**src/rtl/hazard_stall_ctrl_pkg.sv**
```systemverilog
// Shared definitions for the pipeline sequencing logic of the 5-stage MIPS core.
package hazard_stall_ctrl_pkg;

    typedef enum logic [1:0] {
        MD_IDLE     = 2'd0,
        MD_BUSY_MUL = 2'd1,
        MD_BUSY_DIV = 2'd2
    } md_state_e;

    // Tuse value meaning the operand is never read by the D instruction.
    localparam logic [1:0] TUSE_NEVER = 2'd3;

    localparam int MULT_LAT_DEF = 5;
    localparam int DIV_LAT_DEF  = 10;

endpackage

```
**src/rtl/hazard_stall_ctrl_md_seq.sv**
```systemverilog
// Mult/div busy sequencer: tracks how long the MD unit stays busy after a start.
module md_busy_seq
    import hazard_stall_ctrl_pkg::*;
#(
    parameter int MULT_LAT = MULT_LAT_DEF,
    parameter int DIV_LAT  = DIV_LAT_DEF
) (
    input  logic clk,
    input  logic reset,
    input  logic md_start,
    input  logic md_div,
    output logic md_busy
);

    localparam int MAX_LAT = (DIV_LAT > MULT_LAT) ? DIV_LAT : MULT_LAT;
    localparam int CW      = $clog2(MAX_LAT) + 1;

    md_state_e       state, state_next;
    logic [CW-1:0]   cnt, cnt_next;

    always_ff @(posedge clk or posedge reset) begin
        if (reset) begin
            state <= MD_IDLE;
            cnt   <= '0;
        end else begin
            state <= state_next;
            cnt   <= cnt_next;
        end
    end

    // A start while busy is deliberately ignored; the busy window never restarts.
    always_comb begin
        state_next = state;
        cnt_next   = cnt;
        case (state)
            MD_IDLE: begin
                if (md_start) begin
                    cnt_next   = md_div ? CW'(DIV_LAT - 1) : CW'(MULT_LAT - 1);
                    state_next = md_div ? MD_BUSY_DIV : MD_BUSY_MUL;
                end
            end
            MD_BUSY_MUL, MD_BUSY_DIV: begin
                if (cnt == '0) begin
                    state_next = MD_IDLE;
                end else begin
                    cnt_next = cnt - CW'(1);
                end
            end
            default: begin
                state_next = MD_IDLE;
                cnt_next   = '0;
            end
        endcase
    end

    assign md_busy = (state != MD_IDLE);

endmodule

```
**src/rtl/hazard_stall_ctrl.sv**
```systemverilog
// Stall/advance decision for the D stage from Tuse/Tnew timing and MD unit occupancy.
module hazard_stall_ctrl
    import hazard_stall_ctrl_pkg::*;
#(
    parameter int MULT_LAT = MULT_LAT_DEF,
    parameter int DIV_LAT  = DIV_LAT_DEF,
    parameter int CNT_W    = 32
) (
    input  logic             clk,
    input  logic             reset,
    input  logic [4:0]       rs_D,
    input  logic [4:0]       rt_D,
    input  logic [1:0]       tuse_rs_D,
    input  logic [1:0]       tuse_rt_D,
    input  logic             md_use_D,
    input  logic [4:0]       wa_E,
    input  logic [1:0]       tnew_E,
    input  logic             regwr_E,
    input  logic [4:0]       wa_M,
    input  logic [1:0]       tnew_M,
    input  logic             regwr_M,
    input  logic             md_start_E,
    input  logic             md_div_E,
    output logic             pc_en,
    output logic             ifid_en,
    output logic             clr_E,
    output logic             md_busy,
    output logic [CNT_W-1:0] stall_cnt
);

    logic uses_rs, uses_rt;
    logic hz_rs, hz_rt, hz_md, stall;

    md_busy_seq #(
        .MULT_LAT (MULT_LAT),
        .DIV_LAT  (DIV_LAT)
    ) u_md_seq (
        .clk      (clk),
        .reset    (reset),
        .md_start (md_start_E),
        .md_div   (md_div_E),
        .md_busy  (md_busy)
    );

    // $zero is hardwired, so a match on register 0 is never a real dependency.
    assign uses_rs = (rs_D != 5'd0) && (tuse_rs_D != TUSE_NEVER);
    assign uses_rt = (rt_D != 5'd0) && (tuse_rt_D != TUSE_NEVER);

    assign hz_rs = uses_rs &&
                   ((regwr_E && (wa_E == rs_D) && (tuse_rs_D < tnew_E)) ||
                    (regwr_M && (wa_M == rs_D) && (tuse_rs_D < tnew_M)));
    assign hz_rt = uses_rt &&
                   ((regwr_E && (wa_E == rt_D) && (tuse_rt_D < tnew_E)) ||
                    (regwr_M && (wa_M == rt_D) && (tuse_rt_D < tnew_M)));
    assign hz_md = md_use_D && (md_busy || md_start_E);

    // Holding reset forces the pipeline to advance regardless of hazard inputs.
    assign stall   = !reset && (hz_rs || hz_rt || hz_md);
    assign pc_en   = !stall;
    assign ifid_en = !stall;
    assign clr_E   = stall;

    always_ff @(posedge clk or posedge reset) begin
        if (reset) begin
            stall_cnt <= '0;
        end else if (stall && (stall_cnt != '1)) begin
            stall_cnt <= stall_cnt + CNT_W'(1);
        end
    end

endmodule
```
**config.mk**
```make
export PLATFORM = sky130hd
export DESIGN_NAME = hazard_stall_ctrl
export DESIGN_NICKNAME = d
export VERILOG_FILES = /design/src/rtl/hazard_stall_ctrl_pkg.sv /design/src/rtl/hazard_stall_ctrl_md_seq.sv /design/src/rtl/hazard_stall_ctrl.sv
export SDC_FILE = /design/constraint.sdc
export NUM_CORES = 1
export LEC_CHECK = 0
export BUFFER_PORTS_ARGS = -buffer_cell sky130_fd_sc_hd__buf_2
export CAP_MARGIN = 0
export CORE_ASPECT_RATIO = 0.5
export CORE_MARGIN = 2
export CORE_UTILIZATION = 35
export DETAILED_ROUTE_END_ITERATION = 8
export SLEW_MARGIN = 20
export SYNTH_ARGS = -nofsm -noshare
export SYNTH_HDL_FRONTEND = slang
export SYNTH_SLANG_ARGS = --single-unit
export TNS_END_PERCENT = 10
```
**constraint.sdc**
```tcl
create_clock -name clk -period 2.15 [get_ports clk]
set_input_delay 0.3225 -clock clk [delete_from_list [all_inputs] [get_ports clk]]
set_output_delay 0.3225 -clock clk [all_outputs]
set_load 0.01 [all_outputs]
```
# Yosys cells after proc, flatten, opt, wreduce, memory -nomap -nowiden
# Cells that the tools add are included.
# classes
n_reduce_logical	30
multipliers	0
addsub	2
div	0
n_mux	8
n_bitwise	0
shift	0
eq_ne	12
n_lt_le_gt_ge	4
# ops
cell	n
adder 32 x 1 -> 32 bit (second input constant)	1
inequality test 32 bit (second input constant)	1
== test 5 bit	4
logical AND 1 bit	15
two-way mux 5 bit	2
case mux 5 bit (2 select lines)	1
nonzero test 5 bit	2
< comparator 2 bit	4
inequality test 2 bit (second input constant)	4
two-way mux 2 bit	3
logical NOT 5 bit	1
logical OR 1 bit	5
subtractor 5 x 1 -> 5 bit (second input constant)	1
two-way mux 4 bit	1
case mux 2 bit (2 select lines)	1
AND reduction 2 bit	2
== test 2 x 1 -> 1 bit (second input constant)	1
== test 2 bit (second input constant)	1
logical NOT 1 bit	2
logical NOT 2 bit	1
inequality test 2 x 1 -> 1 bit (second input constant)	1
nonzero test 2 bit	1
OR reduction 2 bit	1
# word_totals
romBits	0
inputBits	35
mem_count	0
reg_bits	39
latchBits	0
mem_bits_rw	0
output_inout_bits	36

# Logic depth before layout (Yosys ltp)
# logic_depth
depth_word	9
ltp_mapped	10

# Modules after synthesis
# Synthesis repeated with hierarchy kept, for this count alone.
# hier_totals
hier_cells	248
area_unflattened_um2	2478.6
# by_module_without_submodules
mod	cells_each	seq_area_each_um2	n_inst	area_each_um2
hazard_stall_ctrl	203	800.8	1	2023.2
md_busy_seq	45	175.2	1	455.4

# Worst setup path after synthesis
# OpenSTA, ideal clock, no wires.
# synth_path
path_kind	reg-to-reg
startpoint	register stall_cnt[0]
endpoint	register stall_cnt[4]
period_less_slack_ps	2036
path_slack_ps	114
path_buffers	1
setup_time_ps	133
stages_incl_launch_ff	9
arrival_time_ps	1903
cell_sequence	dfrtp_1 -> ha_1 -> nand2_1 -> nor2_1 -> nand2_4 -> nor3_4 -> buf_6 -> nor4b_2 -> xor2_1
# synth_via
elab_chain_len	2
word_cells_on_any_way	3
# synth_rtl
element	line_no	rtl
from (decl)	hazard_stall_ctrl.sv:28	output logic [CNT_W-1:0] stall_cnt
from (signal assigned)	hazard_stall_ctrl.sv:67	stall_cnt <= stall_cnt + CNT_W'(1);
parallel branches: the longest is 2 deep, another holds adder 32 x 1 -> 32 bit	-	
# Parallel ways; which one is timed is not known.
# A chain may end at the register's enable or synchronous reset.

# Worst setup path in the final report
# layout_path
startpoint	input port tnew_M[1]
endpoint	output port clr_E
# layout_via
elab_chain_len	7
word_cells_on_any_way	11
# layout_rtl
element	line_no	rtl
from (decl)	hazard_stall_ctrl.sv:20	input logic [1:0] tnew_M,
< comparator 2 bit (on tied branches)	hazard_stall_ctrl.sv:51, hazard_stall_ctrl.sv:54	
logical AND 1 bit (on tied branches)	hazard_stall_ctrl.sv:51, hazard_stall_ctrl.sv:54	
logical OR 1 bit (on tied branches)	hazard_stall_ctrl.sv:50, hazard_stall_ctrl.sv:53	
logical AND 1 bit (on tied branches)	hazard_stall_ctrl.sv:49, hazard_stall_ctrl.sv:52	
logical OR 1 bit (*) (2 in series)	hazard_stall_ctrl.sv:58	assign stall = !reset && (hz_rs || hz_rt || hz_md);
logical AND 1 bit (*)	hazard_stall_ctrl.sv:58	
to (decl)	hazard_stall_ctrl.sv:26	output logic clr_E,
# Every way passes the cells marked *; elsewhere a longest branch is shown, timed or not.

==> results.cfg <==
[clock_network]
hold_buffer_count_at_cts = 0
ctsHtreeMaxLevel = 2
clkSlewWorstSetupHoldPaths_ps = 60
clk_root_buffer_cell = sky130_fd_sc_hd__clkbuf_16
clock_sink_count = 39
number_of_buffers_created_by_cts = 5
clock_insertion_delay_worst_skew_ps = 280
cts_tree = yes
clock_tree.buffer_depth = 2

[synthesis]
seq_area_frac_synth_pct = 37.0
synth.distinct_cells = 48
syn-instance-count = 249
netlist_top_cells_area = sky130_fd_sc_hd__dfrtp_1 37%, sky130_fd_sc_hd__xor2_1 17%, sky130_fd_sc_hd__nor4_2 6.2%, sky130_fd_sc_hd__ha_1 3.8%, sky130_fd_sc_hd__nor3_2 3.0%
postSynth.asyncResetShare_pct = 100
post-synth-top-area-cell = sky130_fd_sc_hd__dfrtp_1
synthesis.area_per_instance_um2 = 10.6
dominantRegCellSynth = sky130_fd_sc_hd__dfrtp_1
synth_fp_nets = 292
synth_area_um2 = 2640
yosys.area.top_type_share_pct = 37.0
ys_ff_latch = 39
ys_top_cells_by_count = 50 x sky130_fd_sc_hd__xor2_1, 39 x sky130_fd_sc_hd__dfrtp_1, 13 x sky130_fd_sc_hd__nor4_2
synth-edff-count = 0
ys_warn_count = 0
synth_most_common_cell = sky130_fd_sc_hd__xor2_1

[global_routing]
global_route_wire_length_before_repair_mm = 10.9
global_route.overflow_total = 0
grt_use_total_pct = 16.4
grt_antenna_before_repair = 0
grt_max_degree = 40
grt_pass1_vias = 2190

[placed_design]
gpl.final_weighted_congestion = 0.907
buffer_ports.inserted = 70
post_dp_cell_area_um2 = 3190
dp_hpwl_mm = 4.80

[timing]
max_clock_freq_mhz = 460
fin_crit_ps = 2170
worst_slew_pin_slew_ps = 554
timing.final.crit_share_pct = 101
hold_viol_final = 0
slew_headroom_pct = 63.0
hold_slack_ps = 225
finalMaxSlewViolations = 0
fin_skew_ps = 5.04
grt_setup_unrepaired = true
finalWorstSetupSlack_ps = -24.4
setup_viol = 3

[drt]
postRouteAntennaNets = 0
via_per_inst = 5.13
detailedRoute.firstPassIterationCount = 4
route.final.wire_length_mm = 6.90
drc = 0
drt_iter0_markers = 84
routed_wl_per_cell_um = 15.8
vias = 2237

[cells_and_area]
multiInputGateArea_um2 = 1780
post_route_cells_drive_above_1_share_pct = 43.8
antenna_cells_inserted = 0
filler_cell_count = 667
finalNetCount = 383
seqCellArea_um2 = 978
finish.instance_area_um2 = 3690
area_delta_synth_final_pct = 40.0

[floorplanning]
overall_die_height_um = 65.4
die_area_um2 = 8280
floorplan.initialDensity_pct = 36.0
core_area_um2 = 7320
placement_rows = 22
die_width_um = 127
io_pins = 71

[power]
power.leakage_nw = 1.77
power_density_nw_per_um2 = 750
peak_vdd_ir_mv = 0.396

[critical_path]
worst_ep_required_time_ps = 1830
crit_type = input port to output pin
worst_setup_path_start_kind = input port
critical_path.endpoint_type = output pin
data_arrival_time_at_the_worst_slack_endpoint_ps = 1850
worst_path_max_delay_cell = sky130_fd_sc_hd__nor4_4
cpMostUsedCell = sky130_fd_sc_hd__buf_6
crit_path_max_fanout = 5
maximum_single_stage_delay_on_the_critical_path_ps = 290
cp_cell_sequence = buf_6 -> inv_4 -> ha_4 -> or2b_1 -> nor4_4 -> a22oi_2 -> o22ai_2 -> nor2_4 -> buf_12 -> clkinv_4 -> buf_6

[outcome]
violated_checks = setup timing
outcome = finished with violations

[flow_run]
max_cap_violations = 0

[min_path]
hold_path.class = input port to async pin
==> final timing paths <==
kind | start | endpoint | slack [ps] | cells after the start
setup / recovery | tnew_M[1] | clr_E | -20 | 11
max in group asynchronous | reset | stall_cnt[3] | 1550 | 3
min in group clk | md_start_E | u_md_seq.state[0] | 360 | 2
hold reg to reg | stall_cnt[6] | stall_cnt[6] | 490 | 1
setup reg to reg | stall_cnt[5] | stall_cnt[11] | 70 | 8
hold / removal | reset | u_md_seq.cnt[4] | 230 | 3
==> cells in the final DEF, fill, tap and decap left out, types with 2 or more instances in the layout <==
cell type                    n
sky130_fd_sc_hd__buf_6       7
sky130_fd_sc_hd__nor4_4     13
sky130_fd_sc_hd__nand3_1     8
sky130_fd_sc_hd__xor2_1     50
sky130_fd_sc_hd__nand3_4     2
sky130_fd_sc_hd__dfrtp_2     2
sky130_fd_sc_hd__buf_4      14
sky130_fd_sc_hd__ha_1        7
sky130_fd_sc_hd__nor4b_4     5
sky130_fd_sc_hd__o21ai_1     2
sky130_fd_sc_hd__or4_1       2
sky130_fd_sc_hd__and3_1      4
sky130_fd_sc_hd__nor3_2      8
sky130_fd_sc_hd__nor4_1      2
sky130_fd_sc_hd__nor2_2      2
sky130_fd_sc_hd__a31oi_1     3
sky130_fd_sc_hd__nand2b_1    9
sky130_fd_sc_hd__dfrtp_1    37
sky130_fd_sc_hd__o21ai_0     6
sky130_fd_sc_hd__or3_1       2
sky130_fd_sc_hd__and4_1      2
sky130_fd_sc_hd__inv_1       9
sky130_fd_sc_hd__nor3_1      5
sky130_fd_sc_hd__a211oi_1    4
sky130_fd_sc_hd__nand2_1    10
sky130_fd_sc_hd__a21oi_1     3
sky130_fd_sc_hd__nor2_4      2
sky130_fd_sc_hd__clkbuf_16   5
sky130_fd_sc_hd__nand4_1    11
sky130_fd_sc_hd__buf_12      3
sky130_fd_sc_hd__buf_2      65
sky130_fd_sc_hd__nor2_1      4
==> cell type report <==
class,instances,area share (%)
inverter,11,1.32
timing repair buffer,91,16.7
clock inverter,1,0.136
clock buffer,6,3.76
sequential,39,26.5
tap,96,3.26
multi-input combinational,192,48.3
==> logic make-up after synthesis <==
logic type,after synthesis,synth area share (%)
flops,39,37.0
xor+xnor,51,16.9
compound gates,25,5.98
simple gates,106,31.4
buf+inv,18,4.03
fa+ha+maj,8,3.80
mux,2,0.854
==> routing by layer <==
layer	track usage (%)	wire length, um	up-vias	part of all wire (%)
met5	0	0	-	0
met3	3.18	261	8	3.8
met4	4.12	97	0	1.4
met1	21.8	3200	1080	46
met2	28.0	3340	65	48
li1	-	-	1084	-
==> worst max-delay path: cells and delay by family <==
kind	cells	cell delay, ps
fa+ha+maj	1	140
buf+inv	5	370
compound gates	2	370
simple gates	3	650
==> state kept, by name (all words and copies together), names as in the netlist <==
| register | flops |
|---|---|
| u_md_seq.cnt | 5 |
| stall_cnt | 32 |
| u_md_seq.state | 2 |
==> power by group <==
part	switching, mW	total, mW	internal (mW)
logic	0.604	1.06	0.455
registers	0.128	0.991	0.863
clock network	0.267	0.719	0.452
==> per-stage QoR <==
stage               total power, mW  TNS (ps)  instances  setup slack [ps]  util, %
finish                         2.77     -58.3        436             -24.4     50.4
global route                   2.95      -850        436             -91.0     50.4
CTS                            2.69         0        434              11.0     46.6
detailed placement             1.92     -8530        424              -349     43.6
global placement               1.89     -8520        424              -323     43.6
floorplan                      1.58         0        249               114        -
==> timing repair <==
item,in CTS,in global routing
cloned,1,0
gates resized for setup,5,47
setup buffers,2,2
setup endpoints to repair,19,30
pin swaps,4,34
(Power assumes the default switching activity.)
